--- src/rtl/hexd_if.sv ---
// Hex-display write port: a data word plus a single-cycle write strobe.
// Handshake: there is no ready; every cycle with i_hexd_wren=1 transfers
// i_hexd_data and the receiver always accepts it.
interface hexd_if;
    logic [15:0] i_hexd_data;
    logic        i_hexd_wren;

    modport master (
        output i_hexd_data,
        output i_hexd_wren
    );

    modport slave (
        input i_hexd_data,
        input i_hexd_wren
    );
endinterface

--- src/rtl/hexd_scan.sv ---
// Four-digit multiplexed seven-segment driver. Writes land in a pending
// buffer and are promoted to the displayed value only at frame boundaries,
// so a frame never mixes nibbles from two different writes. Each digit slot
// opens with a blanking interval to suppress ghosting between digits.
module hexd_scan #(
    parameter int SCAN_DIV     = 50000,
    parameter int BLANK_CYCLES = 500
) (
    input  logic       i_clk,
    input  logic       i_rst_n,
    hexd_if.slave      hexd,
    output logic [3:0] o_anodes,
    output logic [7:0] o_segs,
    output logic       o_frame
);

    localparam int CW = (SCAN_DIV > 1) ? $clog2(SCAN_DIV) : 1;
    localparam logic [CW-1:0] CNT_LAST = CW'(SCAN_DIV - 1);
    localparam logic [CW-1:0] BLANK_L  = CW'(BLANK_CYCLES);

    logic [CW-1:0] cnt_q, cnt_d;
    logic [1:0]    idx_q, idx_d;
    logic [15:0]   pend_q, pend_d;
    logic          pend_v_q, pend_v_d;
    logic [15:0]   shown_q, shown_d;
    logic [3:0]    anodes_q, anodes_d;
    logic [7:0]    segs_q, segs_d;
    logic          frame_q, frame_d;

    logic          cnt_wrap;
    logic          boundary;
    logic [3:0]    nibble;

    // Active-low {g,f,e,d,c,b,a} pattern for one hex digit.
    function automatic logic [6:0] font(input logic [3:0] n);
        logic [6:0] f;
        case (n)
            4'h0: f = 7'h40;
            4'h1: f = 7'h79;
            4'h2: f = 7'h24;
            4'h3: f = 7'h30;
            4'h4: f = 7'h19;
            4'h5: f = 7'h12;
            4'h6: f = 7'h02;
            4'h7: f = 7'h78;
            4'h8: f = 7'h00;
            4'h9: f = 7'h10;
            4'hA: f = 7'h08;
            4'hB: f = 7'h03;
            4'hC: f = 7'h46;
            4'hD: f = 7'h21;
            4'hE: f = 7'h06;
            default: f = 7'h0E;
        endcase
        return f;
    endfunction

    // Slot timing, write buffering and registered output decode.
    always_comb begin
        cnt_d    = cnt_q;
        idx_d    = idx_q;
        pend_d   = pend_q;
        pend_v_d = pend_v_q;
        shown_d  = shown_q;
        anodes_d = 4'b1111;
        segs_d   = 8'hFF;
        frame_d  = 1'b0;

        cnt_wrap = (cnt_q == CNT_LAST);
        boundary = cnt_wrap && (idx_q == 2'd3);
        nibble   = 4'(shown_q >> {idx_q, 2'b00});

        if (cnt_wrap) begin
            cnt_d = '0;
            idx_d = idx_q + 2'd1;
        end else begin
            cnt_d = cnt_q + 1'b1;
        end

        // Last write in a frame wins; pend_v marks that pend holds fresh data.
        if (hexd.i_hexd_wren) begin
            pend_d   = hexd.i_hexd_data;
            pend_v_d = 1'b1;
        end

        // A write on the boundary cycle itself bypasses the pending buffer.
        if (boundary) begin
            pend_v_d = 1'b0;
            if (hexd.i_hexd_wren) begin
                shown_d = hexd.i_hexd_data;
            end else if (pend_v_q) begin
                shown_d = pend_q;
            end
        end

        if (cnt_q >= BLANK_L) begin
            anodes_d = ~(4'b0001 << idx_q);
            segs_d   = {1'b1, font(nibble)};
        end

        frame_d = boundary;
    end

    // State and output registers with synchronous active-low reset.
    always_ff @(posedge i_clk) begin
        if (!i_rst_n) begin
            cnt_q    <= '0;
            idx_q    <= 2'd0;
            pend_q   <= 16'h0000;
            pend_v_q <= 1'b0;
            shown_q  <= 16'h0000;
            anodes_q <= 4'b1111;
            segs_q   <= 8'hFF;
            frame_q  <= 1'b0;
        end else begin
            cnt_q    <= cnt_d;
            idx_q    <= idx_d;
            pend_q   <= pend_d;
            pend_v_q <= pend_v_d;
            shown_q  <= shown_d;
            anodes_q <= anodes_d;
            segs_q   <= segs_d;
            frame_q  <= frame_d;
        end
    end

    assign o_anodes = anodes_q;
    assign o_segs   = segs_q;
    assign o_frame  = frame_q;

endmodule

--- src/flat_wrapper.sv ---
// flat-port wrapper written by rule: the top's interface ports become plain ports
module hexd_scan_flat 
#(
    parameter int SCAN_DIV     = 50000,
    parameter int BLANK_CYCLES = 500
)
  (i_clk, i_rst_n, o_anodes, o_segs, o_frame, hexd_i_hexd_data, hexd_i_hexd_wren);
  hexd_if hexd_i ();
  input  logic i_clk;
  input  logic i_rst_n;
  output logic [3:0] o_anodes;
  output logic [7:0] o_segs;
  output logic o_frame;
  input wire logic [$bits(hexd_i.i_hexd_data)-1:0] hexd_i_hexd_data;
  input wire logic [$bits(hexd_i.i_hexd_wren)-1:0] hexd_i_hexd_wren;
  assign hexd_i.i_hexd_data = hexd_i_hexd_data;
  assign hexd_i.i_hexd_wren = hexd_i_hexd_wren;
  hexd_scan #(.SCAN_DIV(SCAN_DIV), .BLANK_CYCLES(BLANK_CYCLES)) u_core (.i_clk(i_clk), .i_rst_n(i_rst_n), .hexd(hexd_i), .o_anodes(o_anodes), .o_segs(o_segs), .o_frame(o_frame));
endmodule
--- config.mk ---
export PLATFORM = sky130hd
export DESIGN_NAME = hexd_scan_flat
export DESIGN_NICKNAME = d
export VERILOG_FILES = /design/src/rtl/hexd_if.sv /design/src/rtl/hexd_scan.sv /design/src/flat_wrapper.sv
export SDC_FILE = /design/constraint.sdc
export NUM_CORES = 1
export LEC_CHECK = 0
export CORE_AREA = 2 2 110 112
export CTS_CLUSTER_SIZE = 10
export DETAILED_ROUTE_END_ITERATION = 7
export DIE_AREA = 0 0 112 114
export SYNTH_ARGS = -nofsm -noshare
export SYNTH_HDL_FRONTEND = slang
export SYNTH_SLANG_ARGS = --single-unit
--- constraint.sdc ---
create_clock -name i_clk -period 2.2 [get_ports i_clk]
set_clock_uncertainty 0.15 [all_clocks]
set_input_delay 0.22 -clock i_clk [delete_from_list [all_inputs] [get_ports i_clk]]
set_output_delay 0.22 -clock i_clk [all_outputs]
set_load 0.02 [all_outputs]
==> results of run 1 <==
## kinds of logic after synthesis
| group | Yosys count |
|---|---|
| AO/OA/AOI/OAI | 18 |
| XOR/XNOR | 17 |
| adder cells (fa/ha/maj) | 12 |
| buffers and inverters | 25 |
| flip-flops | 63 |
| multiplexers | 44 |
| other | 1 |
| AND/OR/NAND/NOR | 100 |
## repair_timing
item | CTS | global route
gates resized for setup | 1 | 6
endpoints found under the setup margin | 2 | 6
hold endpoints to repair | 0 | 0
gates cloned | 0 | 0
## synthesized netlist by cell type, drive strengths merged
library cell and count:
nor3b 1, nand4bb 1, a211o 1, or2 1, nor3 4, nor4 3, xor2 5, o211ai 1
nand2b 1, mux2i 24, conb 1, o311ai 3, and2 19, nand4b 1, nand2 12, mux2 18
and4 1, o221ai 2, dfxtp 63, mux4 2, nand4 5, ha 12, a311oi 1, nor2 25
o21ai 5, and3 1, a21oi 4, xnor2 12, nand3 7, or4 1, a211oi 1, nor2b 17
inv 11, buf 6, clkbuf 8
## worst paths after layout
path / cells after the start / slack, ns / endpoint / from
setup / recovery: 5 / 0.12 / u_core.shown_q[6] / u_core.cnt_q[12]
hold / removal: 1 / 0.33 / u_core.cnt_q[0] / u_core.cnt_q[0]
setup reg to reg: 5 / 0.12 / u_core.shown_q[6] / u_core.cnt_q[12]
hold reg to reg: 1 / 0.33 / u_core.cnt_q[0] / u_core.cnt_q[0]
## layer usage
layer  part of all wire  global-route usage
met5                  0                   0
met4              0.015             0.04228
met3              0.046             0.03454
met2               0.46              0.1507
met1               0.48              0.1150
## report_power, final
| group | internal (W) | switching (W) | leakage, nW |
|---|---|---|---|
| Combinational | 0.0000751 | 0.0000479 | 0.766 |
| Sequential | 0.00117 | 0.0000102 | 0.513 |
| Clock | 0.00101 | 0.000482 | 0.155 |
## registers in the layout, summed over array words and instances, names as in the netlist
register	cells
u_core.o_frame	1
u_core.o_anodes	4
u_core.pend_v_q	1
u_core.o_segs	7
u_core.idx_q	2
u_core.shown_q	16
u_core.pend_q	16
u_core.cnt_q	16
## final cells by class
cell class / instances / area, um2
timing repair buffer: 43 / 410.4
inverter: 11 / 41.29
fill: 1215 / 8011
clock inverter: 4 / 70.07
sequential: 63 / 1264
clock buffer: 11 / 242.7
tap: 147 / 183.9
multi-input combinational: 192 / 1488
## metrics by stage
step	cells	setup slack, ns	instance area, um2	total power, W
floorplan	280	0.09999	2850	0.001270
global placement	456	0.03464	3377	0.001322
detailed placement	456	-0.003315	3377	0.001325
CTS	471	0.01749	3691	0.002830
global route	471	0.002831	3700	0.002892
finish	471	0.1160	3700	0.002792
==> results.yml, run 1 <==
logic_synthesis:
  synth.distinct_cells: 41
  synthAdderAreaFrac: 0.05268
  synth_top_family_by_area: "simple AND/OR/NAND/NOR gates"
  yosysTopAreaCellShare: 0.4425
  syn_area_um2: 2850
  synth_compound_area_frac: 0.04741
  synth_top_cell_by_area: "dfxtp_1"
  synth-xor-area-share: 0.05224
  synthesis.nets: 311
  syn_area_per_cell_um2: 10.18
  yosysWarnings: 0
  synth-simple-area-share: 0.1932
  postSynthCellCount: 280
  ys_ff_latch: 63
  yosysSeqAreaShare: 0.4425
  synth.area.mux_share: 0.1725
  netlist_top_cells_area: "dfxtp_1 (44%), mux2i_1 (8.1%), mux2_2 (7.1%)"
detailed_routing:
  drt_wl_total_um: 5544
  route.vias.total: 1984
  wl_per_cell_um: 11.77
  ant_nets: 0
  viasPerCell: 4.212
  drt_iter0_drc: 87
  drtPass1Iterations: 4
  drc_errors: 0
global_route:
  gr-usage-all-layers: 0.09456
  grt_pass1_vias: 2009
  antenna_found_initial: 0
  overflow: 0
  grt_pass1_wl_um: 9535
  grt_max_degree: 38
place:
  port_buffers: 30
  gp_congestion: 0.8247
  place_hpwl_um: 3950
cts:
  clkSinkCount: 63
  clock_latency_ns: 0.32
  hold_buffers: 0
  clk_pin_slew_ns: 0.05
  cts_root_buffer: "clkbuf_16"
  cts_made_buffers: 9
  cts_max_level: 3
  cts_setup_buffers: 0
  cts_tree: "done"
  clock_path_buffers: 2
timing:
  fmax_mhz: 479.9
  setup_viol: 0
  hold_viol_final: 0
  finalCritPeriodShare: 0.9473
  fin_tns_setup_ns: 0
  rsz0062_at_grt: "false"
  drv_slew: 0
  tightest_slew_ns: 0.7222
  fin_crit_ns: 2.084
  slew-limit-headroom: 0.5162
  whs_ns: 0.3294
pwr:
  cellPowerDensity_nw_per_um2: 754.6
  leakage_nw: 1.434
  max-vdd-ir-drop_mv: 0.3554
cells_and_area:
  final_layout_size_suffix_gt1_frac: 0.1821
  fin_util: 0.3159
  syn_to_final_growth_pct: 29.81
  layout.nets: 351
  num_antenna_cells: 0
  layout_commonest_cell: "dfxtp_1"
  final_cell_mix: "dfxtp_1 (61), clkdlybuf4s50_1 (30), nor2_1 (25)"
setup_path:
  slowest_stage: "or4_4"
  path_class: "flop to flop"
  cp.arrival_ns: 2.15
  startpoint_type: "flop"
  crit_family: "simple AND/OR/NAND/NOR gates"
  worstPathRequired_ns: 2.27
  cpPeakStageDelay_ns: 0.57
  endpoint_kind: "flop"
  path_buf_inv: 0
  critPathMaxFanout: 16
  cp_cell_sequence: "or4_4 > nor4_4 > o211ai_4 > mux2i_1 > nor2b_1"
outcome:
  status: "completed"
die:
  initial_core_util: 0.2434
  row_count: 40
  ios: 32
  chipWidth_um: 112
  die-area_um2: 12770
  core_um2: 11710
  die_h_um: 114
worst_hold_path:
  hold_path_class: "flop to flop"
job:
  maxCapViolations: 0
Power figures use the tool's default switching activity.
==> run 2: changes to the inputs <==
--- a/config.mk
+++ b/config.mk
@@ -9,6 +9,8 @@
 export CTS_CLUSTER_SIZE = 10
 export DETAILED_ROUTE_END_ITERATION = 7
 export DIE_AREA = 0 0 112 114
+export GPL_ROUTABILITY_DRIVEN = 0
+export MAX_ROUTING_LAYER = met4
 export SYNTH_ARGS = -nofsm -noshare
 export SYNTH_HDL_FRONTEND = slang
 export SYNTH_SLANG_ARGS = --single-unit
==> results.yml, run 2 (synthesized netlist as in run 1, its figures left out) <==
cells_and_area:
  layout_commonest_cell: "dfxtp_1"
  syn_to_final_growth_pct: 29.81
  n_fill_cell: 1215
  stdcell_count: 471
  final_layout_size_suffix_gt1_frac: 0.1821
  layout.nets: 351
  reg_top3: "u_core.cnt_q (16), u_core.pend_q (16), u_core.shown_q (16)"
  num_antenna_cells: 0
  final_cell_mix: "dfxtp_1 (61), clkdlybuf4s50_1 (30), nor2_1 (25)"
setup_path:
  worstPathRequired_ns: 2.27
  cpPeakStageDelay_ns: 0.57
  cp.arrival_ns: 2.15
  path_buf_inv: 0
  r2r_setup_slack_ns: 0.11
  path_class: "flop to flop"
  endpoint_kind: "flop"
  crit_family: "simple AND/OR/NAND/NOR gates"
  critPathMaxFanout: 16
  cp_cell_sequence: "or4_4 > nor4_4 > o211ai_4 > mux2i_1 > nor2b_1"
  slowest_stage: "or4_4"
  startpoint_type: "flop"
pwr:
  switching_share: 0.1938
  p_switching_w: 0.0005412
  max-vdd-ir-drop_mv: 0.3557
  internal_power_w: 0.002252
  p_comb_frac: 0.044
  sequentialPowerShare: 0.421
  cellPowerDensity_nw_per_um2: 754.9
  leakage_nw: 1.434
  p_clk_frac: 0.535
die:
  initial_core_util: 0.2434
  die-area_um2: 12770
  core_um2: 11710
  row_count: 40
  ios: 32
  die_h_um: 114
  chipWidth_um: 112
global_route:
  antenna_found_initial: 0
  grt_pass1_vias: 2007
  overflow: 0
  grt_max_degree: 38
  grt_pass1_wl_um: 9542
  gr-usage-all-layers: 0.09735
detailed_routing:
  drt_iter0_drc: 91
  wl_met1_um: 2661
  ant_nets: 0
  drt_wl_total_um: 5549
  wl_per_cell_um: 11.78
  route.vias.total: 1978
  wl_met2_um: 2541
  drtPass1Iterations: 4
  viasPerCell: 4.200
  highest_layer: "met4"
  wl_met3_um: 244
  drc_errors: 0
cts:
  cts_max_level: 3
  clkSinkCount: 63
  cts_setup_buffers: 0
  cts_made_buffers: 9
  cts_root_buffer: "clkbuf_16"
  cts_tree: "done"
  clk_pin_slew_ns: 0.05
  clock_path_buffers: 2
  clock_latency_ns: 0.32
  hold_buffers: 0
timing:
  hold_viol_final: 0
  rsz0062_at_grt: "false"
  tightest_slew_ns: 0.7235
  whs_ns: 0.3294
  setup_viol: 0
  finalCritPeriodShare: 0.9479
  fmax_mhz: 479.6
  fin_crit_ns: 2.085
  drv_slew: 0
  slew-limit-headroom: 0.5153
outcome:
  status: "completed"
place:
  port_buffers: 30
  dp.cells: 456
  place_hpwl_um: 3950
job:
  maxCapViolations: 0
worst_hold_path:
  hold_path_class: "flop to flop"
run 2: final timing paths:
kind | startpoint | to | depth (start not counted)
max reg2reg | u_core.cnt_q[12] | u_core.shown_q[6] | 5
min | u_core.cnt_q[0] | u_core.cnt_q[0] | 1
max | u_core.cnt_q[12] | u_core.shown_q[6] | 5
min reg2reg | u_core.cnt_q[0] | u_core.cnt_q[0] | 1
run 2: area by class of cell:
type	count	area [um2]	area share
sequential	63	1264	0.3416
tap	147	183.9	0.04971
clock inverter	4	70.07	0.01894
clock buffer	11	242.7	0.06561
inverter	11	41.29	0.01116
multi-input combinational	192	1488	0.4021
timing repair buffer	43	410.4	0.1109
run 2: timing repair:
| action | in CTS | in global routing |
|---|---|---|
| gates resized for setup | 1 | 6 |
| endpoints found under the hold margin | 0 | 0 |
| setup endpoints to repair | 2 | 6 |
run 2: metrics by stage:
stage	instance area, um2	setup TNS (ns)	utilization	worst slack [ns]	power, W
finish	3700	0	0.3159	0.1147	0.002793
floorplan	2850	0	-	0.09999	0.001270
detailed placement	3377	-0.003315	0.2884	-0.003315	0.001325
CTS	3691	0	0.3152	0.01749	0.002830
global placement	3377	0	0.2884	0.03464	0.001322
global route	3700	0	0.3159	0.002831	0.002892
run 2: metal layers:
metal  global-route usage  vias to the layer above
li1                     -                     1027
met2               0.1507                       33
met3              0.03401                        8
met1               0.1153                      910
met5                    -                        -
met4              0.04228                        0
run 2: power by group through the flow:
stage / Clock [W] / Combinational [W] / Sequential (W)
CTS: 0.00153 / 0.000127 / 0.00118
global route: 0.00158 / 0.000137 / 0.00118
floorplan: 0 / 0.0000727 / 0.00120
global placement: 0 / 0.000123 / 0.00120
detailed placement: 0 / 0.000126 / 0.00120
finish: 0.00149 / 0.000123 / 0.00118
==> run 3: changes to the inputs <==
--- a/config.mk
+++ b/config.mk
@@ -5,11 +5,12 @@
 export SDC_FILE = /design/constraint.sdc
 export NUM_CORES = 1
 export LEC_CHECK = 0
-export CORE_AREA = 2 2 110 112
+export CORE_AREA = 2 2 141 88
 export CTS_CLUSTER_SIZE = 10
 export DETAILED_ROUTE_END_ITERATION = 7
-export DIE_AREA = 0 0 112 114
+export DIE_AREA = 0 0 143 90
 export GPL_ROUTABILITY_DRIVEN = 0
+export HOLD_SLACK_MARGIN = 0.05
 export MAX_ROUTING_LAYER = met4
 export SYNTH_ARGS = -nofsm -noshare
 export SYNTH_HDL_FRONTEND = slang
==> results.yml, run 3 (synthesized netlist as in run 1, its figures left out) <==
outcome:
  status: "completed"
place:
  port_buffers: 30
  place_area_um2: 3400
  place_hpwl_um: 4397
  dp.cells: 474
timing:
  fin_crit_ns: 2.121
  hold_viol_final: 0
  drv_slew: 0
  finalCritPeriodShare: 0.9643
  setup_viol: 0
  fmax_mhz: 471.4
setup_path:
  worst_r2r_endpoint: "u_core.o_segs[1]"
  critPathMaxFanout: 5
  endpoint_kind: "flop"
  path_class: "flop to flop"
  cp.arrival_ns: 2.15
  worstPathRequired_ns: 2.22
  slowest_stage: "mux4_2"
  reg2reg_depth: 6
  r2r_setup_slack_ns: 0.08
  cp_cell_sequence: "mux4_2 > inv_2 > ha_1 > nor2_1 > a211o_1 > o311ai_0"
  startpoint_type: "flop"
  cpPeakStageDelay_ns: 0.61
  r2r-start: "u_core.idx_q[0]"
pwr:
  leakage_nw: 1.446
  cellPowerDensity_nw_per_um2: 751.6
  power_w: 0.002832
  p_switching_w: 0.0005767
  p_clk_frac: 0.541
  internal_power_w: 0.002255
  p_comb_frac: 0.043
  max-vdd-ir-drop_mv: 0.4224
  sequentialPowerShare: 0.415
  switching_share: 0.2037
cells_and_area:
  stdcell_area_um2: 3767
  syn_to_final_growth_pct: 32.18
  stdcell_count: 492
  fin_util: 0.3227
  reg_top3: "u_core.cnt_q (16), u_core.pend_q (16), u_core.shown_q (16)"
  final_layout_size_suffix_gt1_frac: 0.1927
  layout_commonest_cell: "dfxtp_1"
  num_antenna_cells: 0
  layout.nets: 354
  final_cell_mix: "dfxtp_1 (62), clkdlybuf4s50_1 (30), nor2_1 (25)"
die:
  initial_core_util: 0.2441
  die_h_um: 90
  ios: 32
  chipWidth_um: 143
  core_um2: 11670
  row_count: 31
  die-area_um2: 12870
global_route:
  gr-usage-all-layers: 0.1064
  grt_pass1_wl_um: 10050
  grt_max_degree: 38
  grt_pass1_vias: 1976
  overflow: 0
  antenna_found_initial: 0
worst_hold_path:
  hold_path_depth: 1
  hold_path_class: "flop to flop"
  min-delay-start: "u_core.cnt_q[0]"
  min_to: "u_core.cnt_q[0]"
detailed_routing:
  wl_per_cell_um: 12.33
  drt_iter0_drc: 140
  viasPerCell: 4.148
  drc_errors: 0
  drt_wl_total_um: 6066
  route.vias.total: 2041
  ant_nets: 0
  drtPass1Iterations: 4
cts:
  clk_pin_slew_ns: 0.06
  cts_tree: "done"
  cts_made_buffers: 9
  cts_max_level: 3
  hold_buffers: 0
  clkSinkCount: 63
  cts_root_buffer: "clkbuf_16"
  clock_latency_ns: 0.33
  clock_path_buffers: 2
job:
  maxCapViolations: 0
-- run 3: worst max-delay path by stage --
stage | start | end | slack (ns)
finish | u_core.idx_q[0] | u_core.o_segs[1] | 0.08
global route | u_core.idx_q[0] | u_core.o_segs[4] | -0.0001
CTS | u_core.idx_q[0] | u_core.o_segs[1] | 0.02
detailed placement | u_core.idx_q[0] | u_core.o_segs[1] | -0.07
global placement | u_core.idx_q[0] | u_core.o_segs[1] | 0.02
floorplan | u_core.cnt_q[12] | u_core.shown_q[10] | 0.1
-- run 3: timing repair --
item	CTS	global route
setup endpoints to repair	2	21
buffers inserted	1	2
resized for setup	1	6
pin swaps	0	1
-- run 3: power groups by stage --
stage,clock network [W],logic [W],registers (W)
3_3_place_gp,0,0.000123,0.00120
3_5_place_dp,0,0.000125,0.00120
2_1_floorplan,0,0.0000727,0.00120
4_1_cts,0.00159,0.000125,0.00118
5_1_grt,0.00164,0.000137,0.00118
6_report,0.00153,0.000123,0.00118
-- run 3: layout make-up --
type                    count  area (um2)
fillers                  1194        7908
repair buffers             46       445.4
multi-input cells         192        1490
clock inverters             5       82.58
clock buffers              10       239.0
inverters                  11       41.29
flip-flops and latches     63        1262
well taps                 165       206.4
-- run 3: routing by layer --
layer / routed length [um] / track usage / up-vias
met5: 0 / - / -
met4: 74 / 0.03465 / 0
met3: 386 / 0.05274 / 8
met2: 2300 / 0.1348 / 41
met1: 3304 / 0.1446 / 960
li1: - / - / 1032
-- run 3: critical path, delay by kind of cell (launching register included) --
family	cells	cell delay [ns]
multiplexers	1	0.61
flip-flops	1	0.39
AO/OA/AOI/OAI	2	0.28
adder cells (fa/ha/maj)	1	0.24
buffers and inverters	1	0.14
AND/OR/NAND/NOR	1	0.14
-- run 3: stage by stage --
stage          setup WS, ns  setup TNS [ns]  hold WS (ns)
3_5_place_dp       -0.07105         -0.1292        0.3152
3_3_place_gp        0.01511               0        0.3077
4_1_cts             0.02277               0        0.3276
5_1_grt          -0.0001350      -0.0001350        0.3657
6_report            0.07853               0        0.3315
2_1_floorplan       0.09999               0        0.2918
